<file path="src/rtl/fifo_pkg.sv">
// Shared definitions for the FIFO burst reader: FSM encoding and skid depth.
package fifo_pkg;

    typedef enum logic [1:0] {
        IDLE  = 2'd0,
        BURST = 2'd1,
        DRAIN = 2'd2
    } state_t;

    localparam int SKID_DEPTH = 2;

endpackage

</file>
<file path="src/rtl/fifo_skid_buf.sv">
// Two-entry skid buffer of {last, data} words; entry 0 is always the head.
module fifo_skid_buf
    import fifo_pkg::*;
#(
    parameter int DATA_WIDTH = 8
) (
    input  logic                  clk,
    input  logic                  rst_n,
    input  logic                  push,
    input  logic [DATA_WIDTH-1:0] push_data,
    input  logic                  push_last,
    input  logic                  pop,
    output logic [DATA_WIDTH-1:0] head_data,
    output logic                  head_last,
    output logic                  head_vld,
    output logic [1:0]            occ
);

    logic [DATA_WIDTH:0] ent0;
    logic [DATA_WIDTH:0] ent1;
    logic                pop_ok;
    logic                push_ok;
    logic [DATA_WIDTH:0] new_ent;

    assign new_ent = {push_last, push_data};
    assign pop_ok  = pop && (occ != 2'd0);
    // A push into a full buffer is only legal when the head leaves the same cycle.
    assign push_ok = push && ((occ < 2'(SKID_DEPTH)) || pop_ok);

    always_ff @(posedge clk or negedge rst_n) begin
        if (!rst_n) begin
            ent0 <= '0;
            ent1 <= '0;
            occ  <= 2'd0;
        end else begin
            case ({push_ok, pop_ok})
                2'b10: begin
                    if (occ == 2'd0) ent0 <= new_ent;
                    else             ent1 <= new_ent;
                    occ <= occ + 2'd1;
                end
                2'b01: begin
                    ent0 <= ent1;
                    occ  <= occ - 2'd1;
                end
                2'b11: begin
                    if (occ == 2'd1) begin
                        ent0 <= new_ent;
                    end else begin
                        ent0 <= ent1;
                        ent1 <= new_ent;
                    end
                end
                default: ;
            endcase
        end
    end

    assign head_data = ent0[DATA_WIDTH-1:0];
    assign head_last = ent0[DATA_WIDTH];
    assign head_vld  = (occ != 2'd0);

endmodule

</file>
<file path="src/rtl/fifo_burst_reader.sv">
// Drains sync_fifo into framed valid/ready bursts, flushing partial bursts after an idle timeout.
module fifo_burst_reader
    import fifo_pkg::*;
#(
    parameter int DATA_WIDTH = 8,
    parameter int ADDR_WIDTH = 4,
    parameter int BURST_LEN  = 4,
    parameter int TIMEOUT    = 16
) (
    input  logic                  clk,
    input  logic                  rst_n,
    input  logic [ADDR_WIDTH:0]   fifo_count,
    input  logic                  fifo_empty,
    input  logic [DATA_WIDTH-1:0] rd_data,
    input  logic                  valid_rd,
    output logic                  rd_en,
    output logic [DATA_WIDTH-1:0] m_data,
    output logic                  m_valid,
    output logic                  m_last,
    input  logic                  m_ready,
    output logic                  busy
);

    localparam int             CW       = ADDR_WIDTH + 1;
    localparam int             TW       = (TIMEOUT > 1) ? $clog2(TIMEOUT) : 1;
    localparam logic [TW-1:0]  T_LAST   = TW'(TIMEOUT - 1);
    localparam logic [CW-1:0]  FULL_LEN = CW'(BURST_LEN);

    state_t        state;
    state_t        state_nxt;
    logic [TW-1:0] idle_tmr;
    logic [CW-1:0] issued;
    logic [CW-1:0] len;
    logic          inflight;
    logic          inflight_last;
    logic [1:0]    occ;
    logic [2:0]    pending;
    logic          pop;
    logic          rd_acc;
    logic          start_full;
    logic          start_flush;
    logic          is_last_rd;

    assign pop         = m_valid && m_ready;
    // Words already committed to the skid buffer once this cycle settles.
    assign pending     = {1'b0, occ} + {2'b00, inflight} - {2'b00, pop};
    assign rd_acc      = rd_en && !fifo_empty;
    assign is_last_rd  = (issued == (len - CW'(1)));
    assign start_full  = (fifo_count >= FULL_LEN);
    assign start_flush = !fifo_empty && (idle_tmr == T_LAST);
    assign busy        = (state != IDLE);

    always_ff @(posedge clk or negedge rst_n) begin
        if (!rst_n) state <= IDLE;
        else        state <= state_nxt;
    end

    always_comb begin
        state_nxt = state;
        rd_en     = 1'b0;
        case (state)
            IDLE: begin
                if (start_full || start_flush) state_nxt = BURST;
            end
            BURST: begin
                rd_en = !fifo_empty && (pending < 3'd2) && (issued < len);
                if (rd_en && is_last_rd) state_nxt = DRAIN;
            end
            DRAIN: begin
                if (pop && m_last) state_nxt = IDLE;
            end
            default: state_nxt = IDLE;
        endcase
    end

    always_ff @(posedge clk or negedge rst_n) begin
        if (!rst_n) begin
            idle_tmr      <= '0;
            issued        <= '0;
            len           <= '0;
            inflight      <= 1'b0;
            inflight_last <= 1'b0;
        end else begin
            inflight <= rd_acc;
            if (rd_acc) begin
                issued        <= issued + CW'(1);
                inflight_last <= is_last_rd;
            end
            if (state == IDLE) begin
                if (start_full) begin
                    len      <= FULL_LEN;
                    issued   <= '0;
                    idle_tmr <= '0;
                end else if (start_flush) begin
                    len      <= fifo_count;
                    issued   <= '0;
                    idle_tmr <= '0;
                end else if (!fifo_empty) begin
                    idle_tmr <= idle_tmr + TW'(1);
                end else begin
                    idle_tmr <= '0;
                end
            end
        end
    end

    // Stray valid_rd strobes without a read of ours in flight are dropped here.
    fifo_skid_buf #(
        .DATA_WIDTH(DATA_WIDTH)
    ) u_skid (
        .clk      (clk),
        .rst_n    (rst_n),
        .push     (valid_rd && inflight),
        .push_data(rd_data),
        .push_last(inflight_last),
        .pop      (pop),
        .head_data(m_data),
        .head_last(m_last),
        .head_vld (m_valid),
        .occ      (occ)
    );

endmodule

</file>
<file path="config.mk">
export PLATFORM = sky130hd
export DESIGN_NAME = fifo_burst_reader
export DESIGN_NICKNAME = d
export VERILOG_FILES = /design/src/rtl/fifo_pkg.sv /design/src/rtl/fifo_skid_buf.sv /design/src/rtl/fifo_burst_reader.sv
export SDC_FILE = /design/constraint.sdc
export NUM_CORES = 1
export LEC_CHECK = 0
export ABC_AREA = 1
export CELL_PAD_IN_SITES_DETAIL_PLACEMENT = 1
export CELL_PAD_IN_SITES_GLOBAL_PLACEMENT = 2
export CORE_MARGIN = 2
export CORE_UTILIZATION = 30
export CTS_CLUSTER_SIZE = 28
export DETAILED_ROUTE_END_ITERATION = 7
export DONT_BUFFER_PORTS = 1
export PLACE_DENSITY = 0.67
export SETUP_SLACK_MARGIN = 0.2
export SKIP_CTS_REPAIR_TIMING = 1
export SYNTH_ARGS = -nofsm -noshare
export SYNTH_HDL_FRONTEND = slang
export SYNTH_HIERARCHICAL = 1
export SYNTH_SLANG_ARGS = --single-unit
</file>
<file path="constraint.sdc">
create_clock -name clk -period 3.54 [get_ports clk]
set_clock_uncertainty 0.1 [all_clocks]
set_input_delay 0.708 -clock clk [delete_from_list [all_inputs] [get_ports clk]]
set_output_delay 0.708 -clock clk [all_outputs]
set_load 0.05 [all_outputs]
</file>
**After elaboration in Yosys (flattened, before gate mapping)**

Index checks and enable logic that the tools add are counted.
W data, S select, Z words.

- Word-level logic and storage cells: 80
- Flip-flop bits (word level): 38
- Output and inout bits: 12
- Bits of input ports: 18

- Multiplexer cells: 21
- Add/sub/neg operators: 7
- Reduce and logical (&&, ||, !) cells: 25
- $lt $le $gt $ge: 4
- Eq/ne operators: 14

Operators by type and width:

| kind | number |
|---|---|
| $mux W9 | 4 |
| $mux W5 | 6 |
| $pmux W9 S3 | 1 |
| $pmux W9 S2 | 1 |
| $mux W4 | 3 |
| $logic_and A1 B1 Y1 | 10 |
| $ne A2 B2 Y1 const B | 5 |
| $reduce_bool A2 Y1 | 5 |
| $eq A2 B1 Y1 const B | 3 |
| $eq A2 B2 Y1 const B | 3 |
| $mux W2 | 3 |
| $pmux W2 S3 | 1 |
| $reduce_and A3 Y1 | 2 |
| $add A5 B1 Y5 const B | 1 |
| $eq A5 B5 Y1 | 1 |
| $ge A5 B3 Y1 const B | 1 |
| $lt A5 B5 Y1 | 1 |
| $sub A5 B1 Y5 const B | 1 |
| $add A4 B1 Y4 const B | 1 |
| $eq A4 B4 Y1 const B | 1 |
| $logic_not A2 Y1 | 2 |
| $pmux W2 S2 | 1 |
| $reduce_and A2 Y1 | 2 |
| $add A2 B1 Y3 | 1 |
| other kinds (10) | 11 |

**Depth between registers and ports, before layout**

- Depth in word-level cells: 12
- Gate-level depth with buffers: 16
- Mapped depth without buffers: 15

**Modules after synthesis**

The synthesis kept the hierarchy.

Modules (own cells, without submodules):

| module | instances | area an instance (µm²) | cells an instance |
|---|---|---|---|
| fifo_burst_reader | 1 | 1144.8 | 140 |
| fifo_skid_buf | 1 | 1143.6 | 150 |

**Least setup slack after synthesis**

Ideal clock, no wire load.

- Path kind: flip-flop to output port
- Start point: register u_skid.occ[1]
- End point: output port rd_en
- Data arrival time: 2.616 ns
- Setup slack: 0.116 ns
- Required time: 2.732 ns
- Stages on the path, launching flop included: 13
- Path through: dfrtp_1 > inv_2 > ha_1 > inv_2 > nand2_1 > nor2_1 > o21ai_0 > fa_1 > xnor2_2 > nand3_2 > nor2_4 > nand2_4 > inv_1

- Word-level cells in the longest chain between the ends: 7

Ends and longest elaborated chain:

| element | RTL line | RTL |
|---|---|---|
| from (decl) | fifo_skid_buf.sv:16 | `output logic [1:0] occ` |
| from (signal assigned) | fifo_skid_buf.sv:40 | `occ <= occ + 2'd1;` |
| from (signal assigned) | fifo_skid_buf.sv:44 | `occ <= occ - 2'd1;` |
| $reduce_bool A2 Y1 | fifo_skid_buf.sv:61 | `assign head_vld = (occ != 2'd0);` |
| net m_valid | fifo_burst_reader.sv:18 | `output logic m_valid,` |
| $logic_and A1 B1 Y1 | fifo_burst_reader.sv:44 | `assign pop = m_valid && m_ready;` |
| $sub A3 B1 Y3 | fifo_burst_reader.sv:46 | `assign pending = {1'b0, occ} + {2'b00, inflight} - {2'b00, pop};` |
| $lt A3 B2 Y1 | fifo_burst_reader.sv:66 | `rd_en = !fifo_empty && (pending < 3'd2) && (issued < len);` |
| $logic_and A1 B1 Y1 (2 in a row) | fifo_burst_reader.sv:66 |  |
| $mux W1 | fifo_burst_reader.sv:61 | `case (state)` |
| to (decl) | fifo_burst_reader.sv:16 | `output logic rd_en,` |

The timed path passes the listed nets, and every way through them passes these cells.

**Worst setup path in the final report**

- Start point: register u_skid.occ[1]
- End point: output port rd_en

- Word-level cells in the longest chain between the ends: 7

Ends and longest elaborated chain:

| element | RTL line | RTL |
|---|---|---|
| $reduce_bool A2 Y1 | fifo_skid_buf.sv:61 |  |
| $logic_and A1 B1 Y1 | fifo_burst_reader.sv:44 |  |
| net pop | fifo_burst_reader.sv:38 | `logic pop;` |
| $sub A3 B1 Y3 | fifo_burst_reader.sv:46 |  |
| $lt A3 B2 Y1 | fifo_burst_reader.sv:66 |  |
| $logic_and A1 B1 Y1 (2 in a row) | fifo_burst_reader.sv:66 |  |
| $mux W1 | fifo_burst_reader.sv:61 |  |

The timed path passes the listed nets, and every way through them passes these cells.

==> results_dict.tcl <==
set metrics [dict create \
    synthCells 290 \
    htree_levels 2 \
    fin_ws_ns 0.310 \
    synth.distinct_cells 30 \
    irDropWorstVdd_mv 0.353 \
    initial_utilization 0.312 \
    cap_violations 0 \
    cts_buffers 5 \
    num_io_pins 30 \
    fp-row-count 31 \
    ys_warn_count 6 \
    grt_max_degree 39 \
    r2r_start "u_skid/occ[1]" \
    drc 0 \
    cts_tree "done" \
    fin_nets 338 \
    drtIter0Drc 40 \
    pre_cts_ws_ns 0.232 \
    r2r_end "issued[3]" \
    post-route-util 0.358 \
    p_per_area_mw_per_mm2 880 \
    detailroute.via_count 1765 \
    synth_largest_area_cell "dfrtp_1" \
    vias_per_cell 4.36 \
    totalWireLength_mm 5.26 \
    dieArea_mm2 0.00834 \
    drv_slew 0 \
    n_fill_cell 905 \
    r2r_slack_ns 0.96 \
    cts_sinks 38 \
    die_width_um 91.3 \
    port_buffers 0 \
    startpoint_type "flop" \
    hold_path_class "in -> async" \
    status "completed" \
    syn_avg_cell_area_um2 7.89 \
    ys_seq_area_frac 0.416 \
    clk_pin_slew_ns 0.08 \
    core_region_area_mm2 0.00733 \
    layout_min_cycle_time_ns 3.23 \
    fmaxAchievable_ghz 0.310 \
    ant_nets 0 \
    place.gp.congestion 0.728 \
    dr.pass1.iters 4 \
    place_hpwl_mm 3.86 \
    worstPathArrival_ns 2.42 \
    ctsRootBufferMaster "clkbuf_8" \
    r2r_cells 15 \
    hold_violations 0 \
    crit_fanout 5 \
    fin_setup_tns_ns 0 \
    syn_nets 323 \
    post_layout_nonfiller_instances 405 \
    gr-total-overflow 0 \
    rsz0062_at_grt "true" \
    cp-startpoint "u_skid/occ[1]" \
    period_share 0.912 \
    place_inst 388 \
    grt_first_pass_wirelength_mm 9.29 \
    synth_area_leaders "dfrtp_1 (42%), nand2_1 (15%), ha_1 (7.7%)" \
    end_kind "output port" \
    crit_end "rd_en" \
    antenna_found_initial 0 \
    leakage_nw 1.33 \
    diodes 0 \
    grt_pass1_vias 1929 \
    clkLatencyLatePin_ns 0.30 \
    grtUsageTotal 0.142 \
    worstPathRequired_ns 2.73 \
    path_class "reg -> out" \
    yosysTopAreaCellShare 0.416 \
    avgRoutedWirePerCell_um 13.0 \
    syn2layout_area_growth_pct 14.8 \
    ys_seq_elements 38 \
    netlist_area_mm2 0.00229 \
    clock_path_buffers 2 \
    worstMarginPinSlew_ns 0.542 \
    setup_viol 0 \
    die_h_um 91.3 \
    layout-drive-gt1-share 0.180 \
    relSlewSlack 0.639 \
]
==> cell usage in the layout (no fill, tap or decap), types with 2 or more instances in the layout <==
cell type / synthesis / final
nand2_1: 92 / 91
inv_1: 46 / 44
dfrtp_1: 38 / 36
nor2_1: 15 / 13
ha_1: 14 / 13
nand3_1: 11 / 11
nor2_2: 10 / 10
o21ai_1: 10 / 10
buf_4: 0 / 9
o21ai_0: 9 / 8
a21oi_1: 6 / 6
xnor2_1: 6 / 6
clkbuf_8: 0 / 6
nor2_4: 3 / 5
xor2_1: 4 / 4
inv_2: 4 / 4
nand2_4: 2 / 3
nand4_1: 3 / 3
o21ai_2: 1 / 2
nand3_2: 2 / 2
nand2_2: 2 / 2
dfrtp_2: 0 / 2
==> Yosys cell counts <==
cell type	instances
or2_0	1
dfrtp_1	38
nor2_2	10
o21ai_1	10
inv_1	46
nor2_1	15
and2_1	1
xnor2_1	6
nand2_1	92
or2_1	1
o21ai_2	1
o22ai_1	1
buf_6	2
nand3_1	11
a21oi_1	6
a21oi_2	1
ha_1	14
a21boi_2	1
nand2_4	2
inv_2	4
fa_1	1
o21ai_0	9
nor3_1	1
xor2_1	4
xnor2_2	1
nand3_2	2
nand4_1	3
nand2_2	2
nor2_4	3
nand3_4	1
==> metrics by stage <==
stage,power (W),hold slack (ns),area [um2]
2_1_floorplan,0.00167,0.312,2290
3_3_place_gp,0.00188,0.314,2400
3_5_place_dp,0.00190,0.314,2400
4_1_cts,0.00223,-0.0189,2490
5_1_grt,0.00254,0.127,2630
6_report,0.00231,0.133,2630
==> layout make-up <==
cell class	instances	area, um2	share of cell area
multi-input combinational	200	1170	0.445
sequential	38	953	0.363
inverter	50	194	0.0738
tap	99	124	0.0472
timing repair buffer	10	95.1	0.0362
clock buffer	7	86.3	0.0329
clock inverter	1	5.00	0.00191
==> worst max-delay path, cell delays in order (launching register included) <==
cell and delay, ns:
dfrtp_2 0.44, inv_2 0.10, ha_4 0.15, inv_2 0.05, nand2_4 0.08, inv_4 0.06, nor2_4 0.10, o21ai_2 0.07
fa_2 0.40, xnor2_2 0.15, nand3_2 0.10, nor2_4 0.15, nand2_4 0.08, clkinvlp_4 0.20
==> metal layers <==
metal,track usage,vias up,part of all wire
li1,-,917,-
met1,0.173,821,0.46
met2,0.242,22,0.49
met3,0.0423,5,0.035
met4,0.0417,0,0.014
met5,0,-,0
==> sequential cells by signal, indices dropped and copies added, names as in the netlist <==
signal	count
u_skid/ent0	9
issued	5
u_skid/ent1	9
inflight_last	1
idle_tmr	4
state	2
u_skid/occ	2
len	5
inflight	1
==> cell families after synthesis <==
family                   Yosys count  synth area share
AND/OR/NAND/NOR                  145             0.292
flip-flops                        38             0.416
AO/OA/AOI/OAI                     29            0.0700
buffers and inverters             52            0.0919
XOR/XNOR                          11            0.0454
adder cells (fa/ha/maj)           15            0.0853
==> worst min-delay path by stage <==
stage | end | slack, ns | startpoint
floorplan | idle_tmr[0] | 0.31 | rst_n
global placement | u_skid/occ[0] | 0.31 | rst_n
detailed placement | u_skid/occ[0] | 0.31 | rst_n
CTS | u_skid/ent0[4] | -0.02 | rst_n
global route | u_skid/ent1[4] | 0.13 | rst_n
finish | u_skid/ent1[5] | 0.13 | rst_n
==> power breakdown <==
part / switching [W] / leakage [nW] / total (W) / internal [W]
Sequential: 0.000278 / 0.490 / 0.000875 / 0.000598
Clock: 0.000166 / 0.0482 / 0.000324 / 0.000157
Combinational: 0.000678 / 0.788 / 0.00111 / 0.000434
Total: 0.00112 / 1.33 / 0.00231 / 0.00119
Power figures use the tool's default switching activity.
